### src/rtl/cpu_pkg.sv
// -----------------------------------------------------------------------------
// cpu_pkg
// Shared definitions for the CPU front end.
//   fetch_state_e  : fetch sequencer state encoding (FETCH / WAIT / HALT)
//   HLT_OPCODE_DEF : default opcode nibble (inst[15:12]) that stops fetch
//   PC_STEP        : byte distance between consecutive 16-bit instructions
//   is_opcode()    : helper comparing the opcode nibble of an instruction
// -----------------------------------------------------------------------------
package cpu_pkg;

  typedef enum logic [1:0] {
    ST_FETCH = 2'd0,
    ST_WAIT  = 2'd1,
    ST_HALT  = 2'd2
  } fetch_state_e;

  localparam logic [3:0]  HLT_OPCODE_DEF = 4'hF;
  localparam logic [15:0] PC_STEP        = 16'd2;

  // True when the top nibble of an instruction word matches the given opcode.
  function automatic logic is_opcode(input logic [15:0] inst,
                                     input logic [3:0]  op);
    return (inst[15:12] == op);
  endfunction

endpackage

### src/rtl/pc_fetch_if.sv
// -----------------------------------------------------------------------------
// pc_fetch_if
// Request/response bus between the fetch unit and instruction memory.
//   imem_req  : fetch request, driven by the fetch unit
//   imem_addr : byte address of the request, meaningful while imem_req=1
//   imem_rdy  : memory returns imem_data this cycle
//   imem_data : fetched 16-bit instruction word
// Modports:
//   master : fetch unit side (drives req/addr, receives rdy/data)
//   slave  : memory side (receives req/addr, drives rdy/data)
// -----------------------------------------------------------------------------
interface pc_fetch_if;

  logic        imem_req;
  logic [15:0] imem_addr;
  logic        imem_rdy;
  logic [15:0] imem_data;

  modport master (
    output imem_req,
    output imem_addr,
    input  imem_rdy,
    input  imem_data
  );

  modport slave (
    input  imem_req,
    input  imem_addr,
    output imem_rdy,
    output imem_data
  );

endinterface

### src/rtl/add_16bit.sv
// -----------------------------------------------------------------------------
// add_16bit
// Plain 16-bit modular adder shared by datapath blocks. The carry out is
// dropped so that the sum wraps (16'hFFFE + 2 = 16'h0000).
//   a, b : addends
//   sum  : a + b modulo 2^16
// -----------------------------------------------------------------------------
module add_16bit (
  input  logic [15:0] a,
  input  logic [15:0] b,
  output logic [15:0] sum
);

  // Carry is intentionally discarded; callers rely on wrap-around.
  assign sum = a + b;

endmodule

### src/rtl/pc_fetch.sv
// -----------------------------------------------------------------------------
// pc_fetch
// Instruction fetch unit with a single-entry output buffer toward decode.
// Issues at most one memory request at a time, sustains one fetch per cycle
// when memory answers immediately, honours branch redirects with top
// priority, and stops permanently after decode accepts a HLT instruction.
//
// Parameters:
//   RESET_PC   : first fetch address after reset
//   HLT_OPCODE : inst[15:12] value that halts fetch
// Ports:
//   clk            : rising-edge clock
//   rst_n          : asynchronous active-low reset
//   imem           : instruction memory bus (master side)
//   inst_out       : buffered instruction to decode
//   inst_pc        : address of inst_out
//   inst_valid     : inst_out/inst_pc valid
//   stall          : decode cannot accept this cycle
//   redirect_valid : taken branch/jump resolved this cycle
//   redirect_pc    : branch target
//   halted         : fetch has stopped after an accepted HLT
// -----------------------------------------------------------------------------
module pc_fetch
  import cpu_pkg::*;
#(
  parameter logic [15:0] RESET_PC   = 16'h0000,
  parameter logic [3:0]  HLT_OPCODE = HLT_OPCODE_DEF
) (
  input  logic         clk,
  input  logic         rst_n,
  pc_fetch_if.master   imem,
  output logic [15:0]  inst_out,
  output logic [15:0]  inst_pc,
  output logic         inst_valid,
  input  logic         stall,
  input  logic         redirect_valid,
  input  logic [15:0]  redirect_pc,
  output logic         halted
);

  fetch_state_e state_q, state_d;
  logic [15:0]  pc_q, pc_d;
  logic [15:0]  inst_out_q, inst_out_d;
  logic [15:0]  inst_pc_q, inst_pc_d;
  logic         inst_valid_q, inst_valid_d;

  logic [15:0]  pc_plus2;
  logic         accept;
  logic         buf_free;
  logic         hlt_held;
  logic         fetch_req;
  logic         capture;

  // The sequential PC increment goes through the shared adder so the wrap
  // behaviour is the same as everywhere else in the datapath.
  add_16bit u_pc_inc (
    .a   (pc_q),
    .b   (PC_STEP),
    .sum (pc_plus2)
  );

  // Decode handshake terms. The buffer may be refilled in the same cycle it
  // is accepted, which is what gives one-fetch-per-cycle throughput. A HLT
  // sitting in the buffer blocks any further request, so nothing is fetched
  // past it unless a redirect flushes it.
  always_comb begin
    accept   = inst_valid_q & ~stall;
    buf_free = ~inst_valid_q | accept;
    hlt_held = inst_valid_q & is_opcode(inst_out_q, HLT_OPCODE);
    capture  = fetch_req & imem.imem_rdy;
  end

  // State, PC and output buffer registers. Everything returns to its reset
  // value asynchronously so an outstanding fetch is simply abandoned.
  always_ff @(posedge clk or negedge rst_n) begin
    if (!rst_n) begin
      state_q      <= ST_FETCH;
      pc_q         <= RESET_PC;
      inst_out_q   <= '0;
      inst_pc_q    <= '0;
      inst_valid_q <= 1'b0;
    end else begin
      state_q      <= state_d;
      pc_q         <= pc_d;
      inst_out_q   <= inst_out_d;
      inst_pc_q    <= inst_pc_d;
      inst_valid_q <= inst_valid_d;
    end
  end

  // Next-state logic. Priority inside FETCH/WAIT is: redirect, then capture
  // of returned data, then HLT acceptance, then plain acceptance / waiting.
  // A capture and a HLT acceptance can never coincide because a held HLT
  // suppresses the request. WAIT is only entered with an empty buffer, so a
  // capture there never overwrites an unaccepted instruction.
  always_comb begin
    state_d      = state_q;
    pc_d         = pc_q;
    inst_out_d   = inst_out_q;
    inst_pc_d    = inst_pc_q;
    inst_valid_d = inst_valid_q;

    case (state_q)
      ST_FETCH, ST_WAIT: begin
        if (redirect_valid) begin
          pc_d         = redirect_pc;
          inst_valid_d = 1'b0;
          state_d      = ST_FETCH;
        end else if (capture) begin
          inst_out_d   = imem.imem_data;
          inst_pc_d    = pc_q;
          inst_valid_d = 1'b1;
          pc_d         = pc_plus2;
          state_d      = ST_FETCH;
        end else if (accept && hlt_held) begin
          inst_valid_d = 1'b0;
          state_d      = ST_HALT;
        end else begin
          if (accept) begin
            inst_valid_d = 1'b0;
          end
          if (fetch_req) begin
            state_d = ST_WAIT;
          end
        end
      end

      ST_HALT: begin
        inst_valid_d = 1'b0;
      end

      default: begin
        state_d      = ST_FETCH;
        inst_valid_d = 1'b0;
      end
    endcase
  end

  // Output logic. The memory request is gated by rst_n so no request is
  // presented while reset is held, yet one appears as soon as it releases.
  always_comb begin
    fetch_req = 1'b0;
    case (state_q)
      ST_FETCH: fetch_req = buf_free & ~hlt_held & ~redirect_valid;
      ST_WAIT:  fetch_req = ~redirect_valid;
      default:  fetch_req = 1'b0;
    endcase

    imem.imem_req  = fetch_req & rst_n;
    imem.imem_addr = pc_q;
    inst_out       = inst_out_q;
    inst_pc        = inst_pc_q;
    inst_valid     = inst_valid_q;
    halted         = (state_q == ST_HALT);
  end

endmodule
### src/flat_wrapper.sv
// flat-port wrapper written by rule: the top's interface ports become plain ports
module pc_fetch_flat import cpu_pkg::*;
#(
  parameter logic [15:0] RESET_PC   = 16'h0000,
  parameter logic [3:0]  HLT_OPCODE = HLT_OPCODE_DEF
)
  (clk, rst_n, inst_out, inst_pc, inst_valid, stall, redirect_valid, redirect_pc, halted, imem_imem_req, imem_imem_addr, imem_imem_rdy, imem_imem_data);
  pc_fetch_if imem_i ();
  input  logic clk;
  input  logic rst_n;
  output logic [15:0] inst_out;
  output logic [15:0] inst_pc;
  output logic inst_valid;
  input  logic stall;
  input  logic redirect_valid;
  input  logic [15:0] redirect_pc;
  output logic halted;
  output wire logic [$bits(imem_i.imem_req)-1:0] imem_imem_req;
  output wire logic [$bits(imem_i.imem_addr)-1:0] imem_imem_addr;
  input wire logic [$bits(imem_i.imem_rdy)-1:0] imem_imem_rdy;
  input wire logic [$bits(imem_i.imem_data)-1:0] imem_imem_data;
  assign imem_imem_req = imem_i.imem_req;
  assign imem_imem_addr = imem_i.imem_addr;
  assign imem_i.imem_rdy = imem_imem_rdy;
  assign imem_i.imem_data = imem_imem_data;
  pc_fetch #(.RESET_PC(RESET_PC), .HLT_OPCODE(HLT_OPCODE)) u_core (.clk(clk), .rst_n(rst_n), .imem(imem_i), .inst_out(inst_out), .inst_pc(inst_pc), .inst_valid(inst_valid), .stall(stall), .redirect_valid(redirect_valid), .redirect_pc(redirect_pc), .halted(halted));
endmodule
### config.mk
export PLATFORM = sky130hd
export DESIGN_NAME = pc_fetch_flat
export DESIGN_NICKNAME = d
export VERILOG_FILES = /design/src/rtl/cpu_pkg.sv /design/src/rtl/pc_fetch_if.sv /design/src/rtl/add_16bit.sv /design/src/rtl/pc_fetch.sv /design/src/flat_wrapper.sv
export SDC_FILE = /design/constraint.sdc
export NUM_CORES = 1
export LEC_CHECK = 0
export ABC_AREA = 1
export CORE_MARGIN = 2
export CORE_UTILIZATION = 40
export CTS_CLUSTER_SIZE = 20
export DETAILED_ROUTE_END_ITERATION = 8
export GPL_TIMING_DRIVEN = 0
export PLACE_DENSITY = 0.76
export SETUP_SLACK_MARGIN = 0.5
export SYNTH_ARGS = -nofsm -noshare
export SYNTH_HDL_FRONTEND = slang
export SYNTH_HIERARCHICAL = 1
export SYNTH_SLANG_ARGS = --single-unit
### constraint.sdc
create_clock -name clk -period 1.6 [get_ports clk]
set_input_delay 0.4 -clock clk [delete_from_list [all_inputs] [get_ports clk]]
set_output_delay 0.4 -clock clk [all_outputs]
set_load 0.005 [all_outputs]
# Word-level counts from Yosys, hierarchy flattened
# Cells that the tools add are included.
# totals
reg_bits	51
inputBits	37
output_inout_bits	51
word_cells	43
# op_classes
addsub	1
eq_ne	5
n_mux	13
n_bitwise	12
reduce_logical	7
# op_table
cell	n
$mux 16	2
$add 16x2->16 const B	1
$ne 5x2->1 const B	2
$mux 2	4
$and 1x1->1	6
$mux 1	5
$not 1->1	5
$eq 4x4->1 const B	1
$pmux 2 s2	1
$reduce_and 2->1	2
$reduce_and 3->1	1
$eq 2x1->1 const B	1
$eq 2x2->1 const B	1
$logic_not 2->1	1
$pmux 1 s2	1
$reduce_bool 2->1	1
$reduce_or 2->1	1
$logic_and 1x1->1	1
$or 1x1->1	1

# Longest topological paths before layout
# logic_depth
ltp_word	11
mapped_depth	14
depth_no_buf	14

# Hierarchy
# Netlist, hierarchy kept.
# modules_own_cells
module	instances	cells_per_inst	area_each_um2	seq_area_each_um2
pc_fetch	1	279	2258.4	1276.2
add_16bit	1	176	930.9	0.0

# Least setup slack after synthesis
# OpenSTA, ideal clock, no wires.
# synth_timing
path_type	flip-flop to flip-flop
from	reg u_core.pc_q[1], in the netlist u_core/imem.imem_addr[1]
to	reg u_core.pc_q[8], in the netlist u_core/imem.imem_addr[8]
setup_ps	117
arrival_time_ps	1584
required_ps	1483
path_slack_ps	-100
stages_incl_launch_ff	12
n_path_buf	0
synth_period_minus_slack_ps	1700
path_cell_list	dfrtp_1 > fa_1 > nand2_1 > nand2_1 > and2_4 > nand2_1 > nand2_1 > xor2_1 > nand2_1 > nand2_1 > nand3_1 > nand2_1
# synth_via
elab_chain_len	3
# synth_rtl
element	line_no	text
from (decl)	pc_fetch.sv:42	logic [15:0] pc_q, pc_d;
from (signal assigned)	pc_fetch.sv:84	pc_q <= pc_d;
$add 16x2->16	add_16bit.sv:15	assign sum = a + b;
net u_core.pc_plus2[8]	pc_fetch.sv:47	logic [15:0] pc_plus2;
$mux 16	pc_fetch.sv:109	end else if (capture) begin
$mux 16	pc_fetch.sv:105	if (redirect_valid) begin
# The timed path passes the listed nets, and every way through them passes these cells. The select of a mux whose other input is x is not followed.
# A chain may end at the register's enable or synchronous reset.

# Worst setup path in the final report
# Ends and elaborated chain as after synthesis.

==> impl_metrics.py <==
metrics = {
    "synth": {
        "postSynthCellCount": 455,
        "yosysTopAreaCell": "dfrtp_1",
        "ys_types": 30,
        "synth_area_per_cell_um2": 7.009,
        "synth.top_cell.area_share_pct": 40.02,
        "mappedNetlistArea_um2": 3189,
        "synth.area.top_cells": "dfrtp_1 (40%), nand2_1 (30%), ha_1 (5.9%)",
        "synthArstFlopShare_pct": 100.0,
        "synth-warning-count": 6,
        "synth-main-ff-cell": "dfrtp_1",
        "synth_common_cells": "nand2_1 (252), dfrtp_1 (51), inv_1 (36)",
        "seq_area_frac_synth_pct": 40.02,
        "yosys_register_bits": 51,
        "yosysMostFrequentCell": "nand2_1",
        "synth-edff-count": 0,
    },
    "floorplanning": {
        "core_um2": 7727,
        "start_util_pct": 41.27,
        "rows": 32,
        "ios": 88,
        "die_x_um": 93.30,
        "dieArea_um2": 8704,
        "chipHeight_um": 93.30,
    },
    "status": {
        "violations": "negative hold slack, negative setup slack",
        "status": "finished, violations left",
    },
    "critical_path": {
        "cp-start-kind": "flop",
        "crit_type": "flop to flop",
        "cp-end-kind": "flop",
        "crit_chain": "fa_2 -> nand2_2 -> nand2_2 -> and2_4 -> nand2_2 -> nand2_2 -> xor2_1 -> nand2_1 -> nand2_1 -> nand3_1 -> nand2_1",
        "cp_common_cell": "nand2_2",
        "slowest_delay_ps": 470,
        "cp_max_fo": 5,
        "crit_required_ps": 1800,
        "cp_slowest_cell": "dfrtp_2",
        "ff2ff_path_depth": 11,
        "cp_data_arrival_time_ps": 1980,
    },
    "clock_tree": {
        "cts.sinks": 51,
        "root_buffer": "clkbuf_8",
        "path_clk_slew_ps": 100,
        "cts_buffer_depth": 2,
        "htreeDepth": 2,
        "cts_tree": "built",
        "numCtsBuffers": 5,
        "clk_latency_ps": 300,
    },
    "routing": {
        "ant_nets": 0,
        "dr.pass1.iters": 6,
        "remaining_drc_errors": 0,
        "vias": 3447,
        "wl_mm": 9.712,
        "drt_iter0_markers": 142,
        "wl_per_cell_um": 13.12,
        "vias_per_cell": 4.658,
    },
    "cells_and_area": {
        "final_nets": 690,
        "drive_above_1_share_pct": 38.56,
        "diodes": 0,
        "post-route-util_pct": 68.96,
        "area_growth_pct": 67.09,
    },
    "power_and_ir_drop": {
        "p_clk_share_pct": 14.3,
        "p_per_area_nw_per_um2": 1211,
        "p_leak_nw": 2.916,
        "internal_power_w": 0.003991,
        "power.switching_w": 0.002461,
        "p_comb_share_pct": 55.7,
        "finalPower_w": 0.006452,
        "swShare_pct": 38.14,
        "ir_worst_vdd_mv": 0.4853,
        "seqPwrFrac_pct": 30.0,
    },
    "timing": {
        "period_needed_ps": 1784,
        "whs_ps": -65.52,
        "tns_ps": -1971,
        "max_freq_mhz": 560.5,
        "fin_ws_ps": -184.1,
        "skew_ps": 6.234,
        "rsz0062_at_grt": "yes",
        "slew_viol_final": 0,
        "period_share_pct": 111.5,
        "finalSetupViolations": 28,
        "hold_viol": 24,
    },
    "flow_run": {
        "drv_cap": 0,
    },
    "place": {
        "pre_cts_ws_ps": -680.8,
        "io_buffer_count": 86,
        "gp_congestion": 0.8491,
        "dp_hpwl_mm": 6.117,
    },
    "global_routing": {
        "grt.overflow.total": 0,
        "grt_pass1_vias": 3398,
        "antenna_found_initial": 0,
        "grt_pass1_wl_mm": 15.08,
        "groute.usage.overall_pct": 21.37,
        "grt_start_max_net_pins": 29,
    },
    "hold_path": {
        "hp-class": "input pin to async pin",
    },
}
cell usage in the layout (no fill, tap or decap), types with 4 or more instances in the layout:
master / synthesis / layout
buf_2: 4 / 36
nand3_1: 27 / 20
a21oi_1: 6 / 5
clkbuf_8: 0 / 5
buf_6: 2 / 36
clkdlybuf4s50_1: 0 / 37
buf_8: 0 / 4
dfrtp_2: 0 / 4
buf_4: 4 / 48
buf_12: 0 / 4
dfrtp_1: 51 / 47
nand2_2: 9 / 61
nand2_1: 252 / 197
ha_4: 0 / 8
conb_1: 2 / 17
nand3_2: 0 / 6
nor2_1: 12 / 9
ha_1: 15 / 6
inv_1: 36 / 36
xor2_1: 6 / 5
power by group through the flow:
| stage | Clock (W) | Sequential [W] | Combinational [W] |
|---|---|---|---|
| final | 0.000919 | 0.00194 | 0.00360 |
| after global routing | 0.000999 | 0.00198 | 0.00395 |
| after CTS | 0.000947 | 0.00192 | 0.00316 |
| after detailed placement | 0 | 0.00199 | 0.00268 |
| after global placement | 0 | 0.00197 | 0.00264 |
| after floorplan | 0 | 0.00196 | 0.00155 |
metrics by stage:
stage | std cells | cell area [um2]
5_1_grt | 740 | 5329
6_report | 740 | 5329
3_5_place_dp | 659 | 4389
3_3_place_gp | 658 | 4374
4_1_cts | 718 | 5015
2_1_floorplan | 470 | 3386
per-layer routing:
| metal | GRT usage, % | part of all wire (%) | routed length (um) |
|---|---|---|---|
| met1 | 27.18 | 44 | 4228 |
| met2 | 37.83 | 51 | 4928 |
| met3 | 2.981 | 4.0 | 388 |
| met4 | 6.005 | 1.7 | 165 |
| met5 | 0 | 0 | 0 |
timing repair:
item                                   CTS  global route
pin swaps                               25            19
resized for setup                      271            40
cloned                                   3             1
endpoints found under the hold margin   24            24
buffers inserted                        48            21
setup endpoints to repair              101           101
path summary, 6_finish.rpt:
check                                                         to  slack, ps                                 start
setup / recovery            u_core/imem.imem_addr[8]$_DFFE_PN0P_       -180  u_core/imem.imem_addr[1]$_DFFE_PN0P_
hold / removal                    u_core/inst_pc[12]$_DFFE_PN0P_        -70                                 rst_n
setup reg to reg            u_core/imem.imem_addr[8]$_DFFE_PN0P_       -180  u_core/imem.imem_addr[1]$_DFFE_PN0P_
hold reg to reg                   u_core/inst_pc[12]$_DFFE_PN0P_        480        u_core/inst_pc[12]$_DFFE_PN0P_
max in group asynchronous   u_core/imem.imem_addr[2]$_DFFE_PN0P_       1230                                 rst_n
min in group clk           u_core/imem.imem_addr[15]$_DFFE_PN0P_        450                        redirect_valid
sequential cells by signal (all words and copies together) (netlist names):
signal / flops
u_core/imem.imem_addr: 16
u_core/inst_out: 16
u_core/inst_pc: 16
u_core/state_q: 2
u_core/inst_valid: 1
cell families after synthesis:
group / Yosys count / share of synthesized area, %
AOI/OAI and AO/OA: 10 / 1.883
xor gates and xnor gates: 8 / 2.197
adders and majority gates: 16 / 6.512
buffers and inverters: 53 / 7.336
DFF: 51 / 40.02
other: 2 / 0.2355
and+or+nand+nor: 315 / 41.82
layout make-up:
class	count	area, um2
timing repair buffer	160	1404
buffer	12	160.2
fill	560	2399
clock inverter	3	46.29
tap	102	127.6
inverter	41	175.2
multi-input combinational	366	2066
clock buffer	5	68.82
sequential	51	1281
worst max-delay path: cells and delay by family, from the launching register on:
family	cells	cell delay, ps
xor+xnor	1	150
fa+ha+maj	1	390
flops	1	470
simple gates	9	660
Note: power is estimated with default switching activity, not from simulation.
